==> config.mk <==
export PLATFORM = sky130hd
export DESIGN_NAME = wb_regfile_sb
export DESIGN_NICKNAME = d
export VERILOG_FILES = /design/src/rtl/wb_regfile_sb_pkg.sv /design/src/rtl/wb_sb_counter.sv /design/src/rtl/wb_regfile_sb.sv
export SDC_FILE = /design/constraint.sdc
export NUM_CORES = 2
export LEC_CHECK = 0
export CORE_ASPECT_RATIO = 1.75
export CORE_MARGIN = 8
export CORE_UTILIZATION = 40
export DETAILED_ROUTE_END_ITERATION = 10
export GPL_TIMING_DRIVEN = 0
export SKIP_LAST_GASP = 1
export SLEW_MARGIN = 20
export SYNTH_ARGS = -nofsm -noshare
export SYNTH_HDL_FRONTEND = slang
export SYNTH_SLANG_ARGS = --single-unit
==> constraint.sdc <==
create_clock -name p_Clk -period 4.15 [get_ports p_Clk]
set_input_delay 0.83 -clock p_Clk [delete_from_list [all_inputs] [get_ports p_Clk]]
set_output_delay 0.83 -clock p_Clk [all_outputs]
set_load 0.005 [all_outputs]
==> src/rtl/wb_regfile_sb_pkg.sv <==
// Shared definitions for the writeback register file and its pending-write scoreboard.
package wb_regfile_sb_pkg;
  localparam int WB_WIDTH = 64;
  localparam int WB_ADDR  = 5;
  localparam int WB_NREGS = 32;
  localparam int WB_SBW   = 2;
  localparam logic [WB_ADDR-1:0] REG_ZERO = 5'd0;
endpackage

==> src/rtl/wb_sb_counter.sv <==
// One scoreboard slot: saturating up/down pending-write counter with an error strobe
// raised on an attempted overflow or underflow (count holds in that case).
module wb_sb_counter
  import wb_regfile_sb_pkg::*;
#(
  parameter int SBW = WB_SBW
) (
  input  logic           clk,
  input  logic           rst_n,
  input  logic           flush,
  input  logic           inc,
  input  logic           dec,
  output logic [SBW-1:0] cnt,
  output logic           err
);

  localparam logic [SBW-1:0] CNT_MAX = {SBW{1'b1}};
  localparam logic [SBW-1:0] CNT_ONE = {{(SBW-1){1'b0}}, 1'b1};

  logic [SBW-1:0] cnt_r;
  logic [SBW-1:0] cnt_nxt_s;
  logic           err_s;

  // next count and error strobe; flush wins over any inc/dec in the same cycle
  always_comb begin
    cnt_nxt_s = cnt_r;
    err_s     = 1'b0;
    if (flush) begin
      cnt_nxt_s = {SBW{1'b0}};
    end else begin
      case ({inc, dec})
        2'b10: begin
          if (cnt_r == CNT_MAX) begin
            err_s = 1'b1;
          end else begin
            cnt_nxt_s = cnt_r + CNT_ONE;
          end
        end
        2'b01: begin
          if (cnt_r == {SBW{1'b0}}) begin
            err_s = 1'b1;
          end else begin
            cnt_nxt_s = cnt_r - CNT_ONE;
          end
        end
        default: cnt_nxt_s = cnt_r;
      endcase
    end
  end

  // count register
  always_ff @(posedge clk or negedge rst_n) begin
    if (!rst_n) begin
      cnt_r <= {SBW{1'b0}};
    end else begin
      cnt_r <= cnt_nxt_s;
    end
  end

  assign cnt = cnt_r;
  assign err = err_s;

endmodule

==> src/rtl/wb_regfile_sb.sv <==
// 32 x 64-bit GPR file with two combinational read ports and a pending-write scoreboard.
// Build option REGFILE_BYPASS_EN: forward the retiring value to reads and relax the hazard.
module wb_regfile_sb
  import wb_regfile_sb_pkg::*;
#(
  parameter int WIDTH = WB_WIDTH,
  parameter int ADDR  = WB_ADDR,
  parameter int NREGS = WB_NREGS,
  parameter int SBW   = WB_SBW
) (
  input  logic             p_Clk,
  input  logic             p_Reset_n,
  input  logic [WIDTH-1:0] p_WB_WritebackData,
  input  logic [ADDR-1:0]  p_WB_RegDest,
  input  logic             p_RegWrite,
  input  logic [ADDR-1:0]  p_ID_RsAddr,
  input  logic [ADDR-1:0]  p_ID_RtAddr,
  input  logic             p_ID_RsUsed,
  input  logic             p_ID_RtUsed,
  output logic [WIDTH-1:0] p_ID_RsData,
  output logic [WIDTH-1:0] p_ID_RtData,
  input  logic             p_ID_Issue,
  input  logic             p_ID_IssueWrites,
  input  logic [ADDR-1:0]  p_ID_IssueDest,
  input  logic             p_Flush,
  output logic             p_ID_Hazard,
  output logic             p_SB_Error
);

  logic [WIDTH-1:0]          regs_r [NREGS];
  logic [NREGS-1:0][SBW-1:0] cnt_s;
  logic [NREGS-1:1]          inc_s;
  logic [NREGS-1:1]          dec_s;
  logic [NREGS-1:1]          err_s;
  logic [NREGS-1:0]          busy_s;
  logic                      retire_s;
  logic                      issue_ok_s;
  logic                      hazard_s;
  logic                      sb_error_r;
  logic [WIDTH-1:0]          rs_data_s;
  logic [WIDTH-1:0]          rt_data_s;

  assign retire_s   = p_RegWrite & (p_WB_RegDest != REG_ZERO);
  assign issue_ok_s = p_ID_Issue & p_ID_IssueWrites & ~hazard_s & (p_ID_IssueDest != REG_ZERO);

  // register array; r0 is never written so it stays zero
  always_ff @(posedge p_Clk or negedge p_Reset_n) begin
    if (!p_Reset_n) begin
      for (int r = 0; r < NREGS; r++) begin
        regs_r[r] <= {WIDTH{1'b0}};
      end
    end else if (retire_s) begin
      regs_r[p_WB_RegDest] <= p_WB_WritebackData;
    end
  end

  // one-hot increment/decrement requests per register
  always_comb begin
    inc_s = '0;
    dec_s = '0;
    for (int r = 1; r < NREGS; r++) begin
      inc_s[r] = issue_ok_s & (p_ID_IssueDest == ADDR'(r));
      dec_s[r] = retire_s & (p_WB_RegDest == ADDR'(r));
    end
  end

  assign cnt_s[0] = {SBW{1'b0}};

  for (genvar g = 1; g < NREGS; g++) begin : g_sb
    wb_sb_counter #(.SBW(SBW)) u_cnt (
      .clk  (p_Clk),
      .rst_n(p_Reset_n),
      .flush(p_Flush),
      .inc  (inc_s[g]),
      .dec  (dec_s[g]),
      .cnt  (cnt_s[g]),
      .err  (err_s[g])
    );
  end

  // busy view used by the hazard check; with bypass the last in-flight writer retiring now is free
  always_comb begin
    busy_s = '0;
    for (int r = 1; r < NREGS; r++) begin
`ifdef REGFILE_BYPASS_EN
      busy_s[r] = (cnt_s[r] != {SBW{1'b0}}) &
                  ~((cnt_s[r] == {{(SBW-1){1'b0}}, 1'b1}) & dec_s[r]);
`else
      busy_s[r] = (cnt_s[r] != {SBW{1'b0}});
`endif
    end
  end

  // stall request to ID
  always_comb begin
    hazard_s = (p_ID_RsUsed & busy_s[p_ID_RsAddr]) | (p_ID_RtUsed & busy_s[p_ID_RtAddr]);
  end

  // sticky over/underflow flag, cleared only by reset
  always_ff @(posedge p_Clk or negedge p_Reset_n) begin
    if (!p_Reset_n) begin
      sb_error_r <= 1'b0;
    end else begin
      sb_error_r <= sb_error_r | (|err_s);
    end
  end

  // read ports; forced to zero while reset is asserted so a forwarded retire cannot leak out
  always_comb begin
    rs_data_s = regs_r[p_ID_RsAddr];
    rt_data_s = regs_r[p_ID_RtAddr];
`ifdef REGFILE_BYPASS_EN
    if (retire_s && (p_WB_RegDest == p_ID_RsAddr)) begin
      rs_data_s = p_WB_WritebackData;
    end else begin
      rs_data_s = regs_r[p_ID_RsAddr];
    end
    if (retire_s && (p_WB_RegDest == p_ID_RtAddr)) begin
      rt_data_s = p_WB_WritebackData;
    end else begin
      rt_data_s = regs_r[p_ID_RtAddr];
    end
`endif
    if (!p_Reset_n || (p_ID_RsAddr == REG_ZERO)) begin
      rs_data_s = {WIDTH{1'b0}};
    end else begin
      rs_data_s = rs_data_s;
    end
    if (!p_Reset_n || (p_ID_RtAddr == REG_ZERO)) begin
      rt_data_s = {WIDTH{1'b0}};
    end else begin
      rt_data_s = rt_data_s;
    end
  end

  assign p_ID_RsData = rs_data_s;
  assign p_ID_RtData = rt_data_s;
  assign p_ID_Hazard = hazard_s;
  assign p_SB_Error  = sb_error_r;

endmodule

Word level (Yosys, flattened, before mapping)
Cells that the tools add are included.
- $lt $le $gt $ge: 6
- multiplexer cells: 263
- reduce and logical (&&, ||, !) cells: 133
- $add $sub $neg: 62
- eq/ne operators: 217
- bitwise operators: 74
- operators with widths (cell ; number):
    $bwmux W2048 ; 1
    $bmux W64 S5 ; 2
    $mux W64 ; 7
    $demux W64 S5 ; 1
    $mux W2 ; 93
    $ne A3 B3 Y1 const B ; 62
    $eq A5 B5 Y1 const B ; 32
    $eq A2 B2 Y1 const B ; 62
    $pmux W2 S2 ; 31
    $mux W1 ; 95
    $reduce_and A3 Y1 ; 31
    $reduce_bool A3 Y1 ; 31
    $eq A5 B4 Y1 const B ; 16
    $and A1 B1 Y1 ; 68
    $add A2 B1 Y2 const B ; 31
    $eq A2 B1 Y1 const B ; 31
    $logic_not A2 Y1 ; 31
    $pmux W1 S2 ; 31
    $reduce_bool A2 Y1 ; 31
    $sub A2 B1 Y2 const B ; 31
    $eq A5 B3 Y1 const B ; 8
    $reduce_or A31 Y1 ; 1
    $eq A5 B2 Y1 const B ; 4
    $ge A6 B6 Y1 const B ; 3
    12 further kinds ; 21
- input port bits: 92
- word-level logic and storage cells: 819
- output and inout port bits: 130
- bits in registers: 2111

Depth between registers and ports, before layout
- word-level depth: 14
- depth in mapped cells: 18
- depth with buffers taken out: 13

Cells and area by module
Synthesis repeated with hierarchy kept, for this count alone.
- cells, all modules: 9713
- area total of the unflattened synthesis: 116101.4 µm²
- modules (own cells, without submodules) (module ; sequential area each (µm²) ; area each (µm²) ; cells each ; instances):
    wb_regfile_sb ; 51274.2 ; 109701.5 ; 9000 ; 1
    wb_sb_counter ; 50.0 ; 206.4 ; 23 ; 31

Worst setup path before layout
No wires, ideal clock.
- path type: input to register
- from: input p_ID_RtAddr[0]
- to: register sb_error_r (netlist: p_SB_Error)
- slack: 0.277 ns
- arrival time: 3.743 ns
- buffers on the path: 3
- library setup time: 0.130 ns
- data required time: 4.020 ns
- stages: 16
- cells stage by stage: buf_4 > clkinv_2 > mux4_2 > a221oi_1 > a311oi_1 > and4b_1 > buf_2 > buf_2 > or4_1 > ha_1 > nor3b_1 > a31oi_1 > o22ai_1 > nor4_1 > and4_1 > o21bai_1
- longest elaborated chain between the ends: 13
- ends and longest elaborated chain (item ; RTL line ; RTL):
    from (decl) ; wb_regfile_sb.sv:17 ; input logic [ADDR-1:0] p_ID_RtAddr,
    $bmux W1 S5 (*) ; wb_regfile_sb.sv:96 ; hazard_s = (p_ID_RsUsed & busy_s[p_ID_RsAddr]) | (p_ID_RtUsed & busy_s[p_ID_RtAddr]);
    $mux W1 (not written as such) (*) ; wb_regfile_sb.sv:96 ;
    $and A1 B1 Y1 (*) ; wb_regfile_sb.sv:96 ;
    $or A1 B1 Y1 (*) ; wb_regfile_sb.sv:96 ;
    $not A1 Y1 (*) ; wb_regfile_sb.sv:44 ; assign issue_ok_s = p_ID_Issue & p_ID_IssueWrites & ~hazard_s & (p_ID_IssueDest != REG_ZERO);
    $and A1 B1 Y1 (*) (2 in a row) ; wb_regfile_sb.sv:44 ;
    $and A1 B1 Y1 ; wb_regfile_sb.sv:62 ; inc_s[r] = issue_ok_s & (p_ID_IssueDest == ADDR'(r));
    $eq A2 B1 Y1 / $eq A2 B2 Y1 (equally long branches) ; wb_sb_counter.sv:31 ; case ({inc, dec})
    $pmux W1 S2 ; wb_sb_counter.sv:31 ;
    $mux W1 ; wb_sb_counter.sv:28 ; if (flush) begin
    $reduce_or A31 Y1 (*) ; wb_regfile_sb.sv:104 ; sb_error_r <= sb_error_r | (|err_s);
    $or A1 B1 Y1 (*) ; wb_regfile_sb.sv:104 ;
    to (signal assigned) ; wb_regfile_sb.sv:104 ;
    to (decl) ; wb_regfile_sb.sv:39 ; logic sb_error_r;
Mark *: on every way between the ends. The rest lies on a longest branch, timed or not. The select of a mux whose other input is x is not followed.
A chain may end at the register's enable or synchronous reset.

Worst setup path in the final report
- from: input p_ID_RsAddr[1]
- to: output p_ID_RsData[63]
- longest elaborated chain between the ends: 5
- ends and longest elaborated chain (item ; RTL line ; RTL):
    from (decl) ; wb_regfile_sb.sv:16 ; input logic [ADDR-1:0] p_ID_RsAddr,
    $not A5 Y6 (not written as such) ; wb_regfile_sb.sv:110 ; rs_data_s = regs_r[p_ID_RsAddr];
    $bmux W64 S5 ; wb_regfile_sb.sv:110 ;
    $mux W64 (not written as such) (2 in a row) ; wb_regfile_sb.sv:110 ;
    $mux W64 (*) ; wb_regfile_sb.sv:124 ; if (!p_Reset_n || (p_ID_RsAddr == REG_ZERO)) begin
    to (decl) ; wb_regfile_sb.sv:20 ; output logic [WIDTH-1:0] p_ID_RsData,
Marks and branches as above.

==> results.sh <==
export IMPL_outcome="complete, but fails checks"
export IMPL_violations="negative setup slack"
export IMPL_cts_sinks=2111
export IMPL_finalInstanceArea_mm2=0.140
export IMPL_synth_ff_latch_count=2111
export IMPL_fin_tns_setup_ns=-4.28
export IMPL_synth_seq_area_share=0.462
export IMPL_yosysMostFrequentCell="nand2_1"
export IMPL_p_leak_uw=0.0622
export IMPL_max_freq_mhz=230
export IMPL_initial_utilization=0.400
export IMPL_place_ws_ns=-3.60
export IMPL_routabilityCongestion=0.958
export IMPL_cp_end_kind="primary output"
export IMPL_routed_wl_um=517000
export IMPL_drv_slew=0
export IMPL_hold_violations=0
export IMPL_fin_nets=10100
export IMPL_vdd_drop_max_v=0.000405
export IMPL_ys_flop_type="dfrtp_1"
export IMPL_ys_types=53
export IMPL_ys_warn_count=0
export IMPL_worst_setup_path_type="primary input to primary output"
export IMPL_placementRows=260
export IMPL_skew_ns=0.0393
export IMPL_cts_tree="yes"
export IMPL_grt_pass1_wl_um=716000
export IMPL_areaGrowthSynthToFinish_pct=22.4
export IMPL_postRouteAntennaNets=0
export IMPL_crit_required_ns=3.32
export IMPL_hpwl_um=356000
export IMPL_cts_root_buffer="clkbuf_16"
export IMPL_power_density_mw_per_mm2=446
export IMPL_antenna_found_initial=27
export IMPL_startpoint_type="primary input"
export IMPL_wl_per_cell_um=37.1
export IMPL_num_vias=89000
export IMPL_viasPerCell=6.38
export IMPL_htreeDepth=4
export IMPL_drt_first_iter_violations=10400
export IMPL_die_area_mm2=0.304
export IMPL_cts_buffers=207
export IMPL_die_h_um=723
export IMPL_max_slew_margin=0.145
export IMPL_syn_area_per_cell_um2=12.6
export IMPL_period_needed_ns=4.35
export IMPL_grt_overflow_total=0
export IMPL_core_mm2=0.286
export IMPL_synth_top_cell_area_share=0.462
export IMPL_synthArstFlopShare=1.00
export IMPL_postLayoutSetupSlackWorst_ns=-0.203
export IMPL_cts_clk_slew_worst_paths_ns=0.06
export IMPL_io_pins=222
export IMPL_rsz0062_at_grt="true"
export IMPL_post_route_period_util=1.05
export IMPL_yosys_area_top_type="dfrtp_1"
export IMPL_synthTopCellsByArea="dfrtp_1 (46%), mux4_2 (22%), mux2_2 (12%)"
export IMPL_grt_max_degree=148
export IMPL_die_w_um=420
export IMPL_dr_pass1_iters=9
export IMPL_placed_cell_area_mm2=0.123
export IMPL_tightest_slew_ns=1.28
export IMPL_holdCritPathClass="primary input to asynchronous set/reset pin"
export IMPL_port_buffers=211
export IMPL_crit_arrival_ns=3.52
export IMPL_crit_fanout=6
export IMPL_drive_gt1_frac=0.400
export IMPL_maxCapViolations=0
export IMPL_grt_pass1_vias=92600
export IMPL_setup_viol=72
export IMPL_syn_nets=9259
export IMPL_syn_inst=9105
export IMPL_clockBufferDepth=4
export IMPL_synthTopCellsByCount="nand2_1 (2157), dfrtp_1 (2111), mux2_2 (1244)"
export IMPL_drcViolationCount=0
export IMPL_total_power_uw=62400
export IMPL_worst_skew_pair_late_latency_ns=0.93
export IMPL_track_usage=0.334
export IMPL_syn_cell_area_mm2=0.114
export IMPL_synth_edf_count=0
worst paths after layout:
path	startpoint	cells past startpoint	slack (ns)	endpoint
max	p_ID_RsAddr[1]	12	-0.20	p_ID_RsData[63]
min	p_Reset_n	2	0.02	regs_r[1965]
max reg2reg	g_sb[7].u_cnt.cnt[1]	17	0.06	p_SB_Error
min reg2reg	regs_r[2018]	1	0.48	regs_r[2018]
max in group asynchronous	p_Reset_n	11	0.45	regs_r[1728]
min in group p_Clk	p_Flush	2	0.46	p_SB_Error
through the flow:
step / utilization / std cells / hold slack [ns]
2_1_floorplan: - / 9105 / 0.441
3_3_place_gp: 0.425 / 13100 / 0.452
3_5_place_dp: 0.430 / 13200 / 0.467
4_1_cts: 0.486 / 13800 / 0.0143
5_1_grt: 0.490 / 13900 / 0.0328
6_report: 0.490 / 13900 / 0.0226
kinds of logic (layout without fill, tap and decap cells):
kind of cell	after synthesis	in the layout	synth area share
compound gates	547	547	0.0301
xor+xnor	7	7	0.000536
fa+ha+maj	62	62	0.00678
buf+inv	995	2003	0.0371
flops	2111	2111	0.462
mux	2692	2692	0.369
other cells	0	34	0
simple gates	2691	2691	0.0943
placed cells by master (no fill, tap or decap), drive strengths merged, types with 11 or more instances in the layout:
master         Yosys  final
or3               14     14
clkdlybuf4s50      0     77
and3              17     17
diode              0     34
nor3b             21     21
buf              287    794
dfrtp           2111   2111
mux2            1280   1280
nand2           2157   2157
o22ai             81     81
nor3              98     98
mux4            1096   1096
mux2i            316    316
or4               16     16
nor2             245    245
clkbuf           659    984
ha                62     62
bufbuf             0     22
o21ai             53     53
nand3             18     18
nor2b             24     24
nand3b            11     11
clkinv             1     35
bufinv             0     16
a31oi             42     42
nor4              19     19
inv               48     53
o221ai           126    126
a21oi            224    224
nand2b            24     24
critical path: stages:
cell       delay (ns)
buf_4            0.13
buf_12           0.17
buf_16           0.18
clkbuf_16        0.18
buf_16           0.13
buf_6            0.14
buf_12           0.14
mux4_2           0.32
mux4_2           0.73
mux2i_4          0.29
nor2_1           0.07
buf_2            0.13
sequential cells by signal, indices dropped and copies added (netlist names):
signal / cells
regs_r: 2048
p_SB_Error: 1
g_sb.u_cnt.cnt: 62
cell type report:
cell class                 instances  area (µm²)
fill                           25000      146000
multi-input combinational       5999       60100
sequential                      2111       52900
timing repair buffer             670        8400
buffer                           924        6900
clock buffer                     304        6060
tap                             3799        4750
clock inverter                    56         754
inverter                          49         188
antenna                           34        85.1
report_power, final:
group / switching (µW) / total [µW] / internal, µW
sequential: 2940 / 27200 / 24300
clock: 8880 / 20000 / 11100
combinational: 7300 / 15200 / 7920
total: 19100 / 62400 / 43300
metal layers:
metal / GRT usage / vias to the layer above / routed length (µm)
met3: 0.0830 / 2296 / 43400
met5: 0.00272 / - / 74
li1: - / 34900 / -
met1: 0.339 / 46100 / 157000
met2: 0.535 / 5636 / 243000
met4: 0.365 / 12 / 73500
timing repair:
item | 4_1_cts | 5_1_grt
resized for setup | 1816 | 253
hold buffers | 2 | 0
setup endpoints to repair | 510 | 194
gates cloned | 53 | 6
pin swaps | 165 | 125
endpoints found under the hold margin | 39 | 0
buffers inserted | 247 | 121
Power figures use the tool's default switching activity.
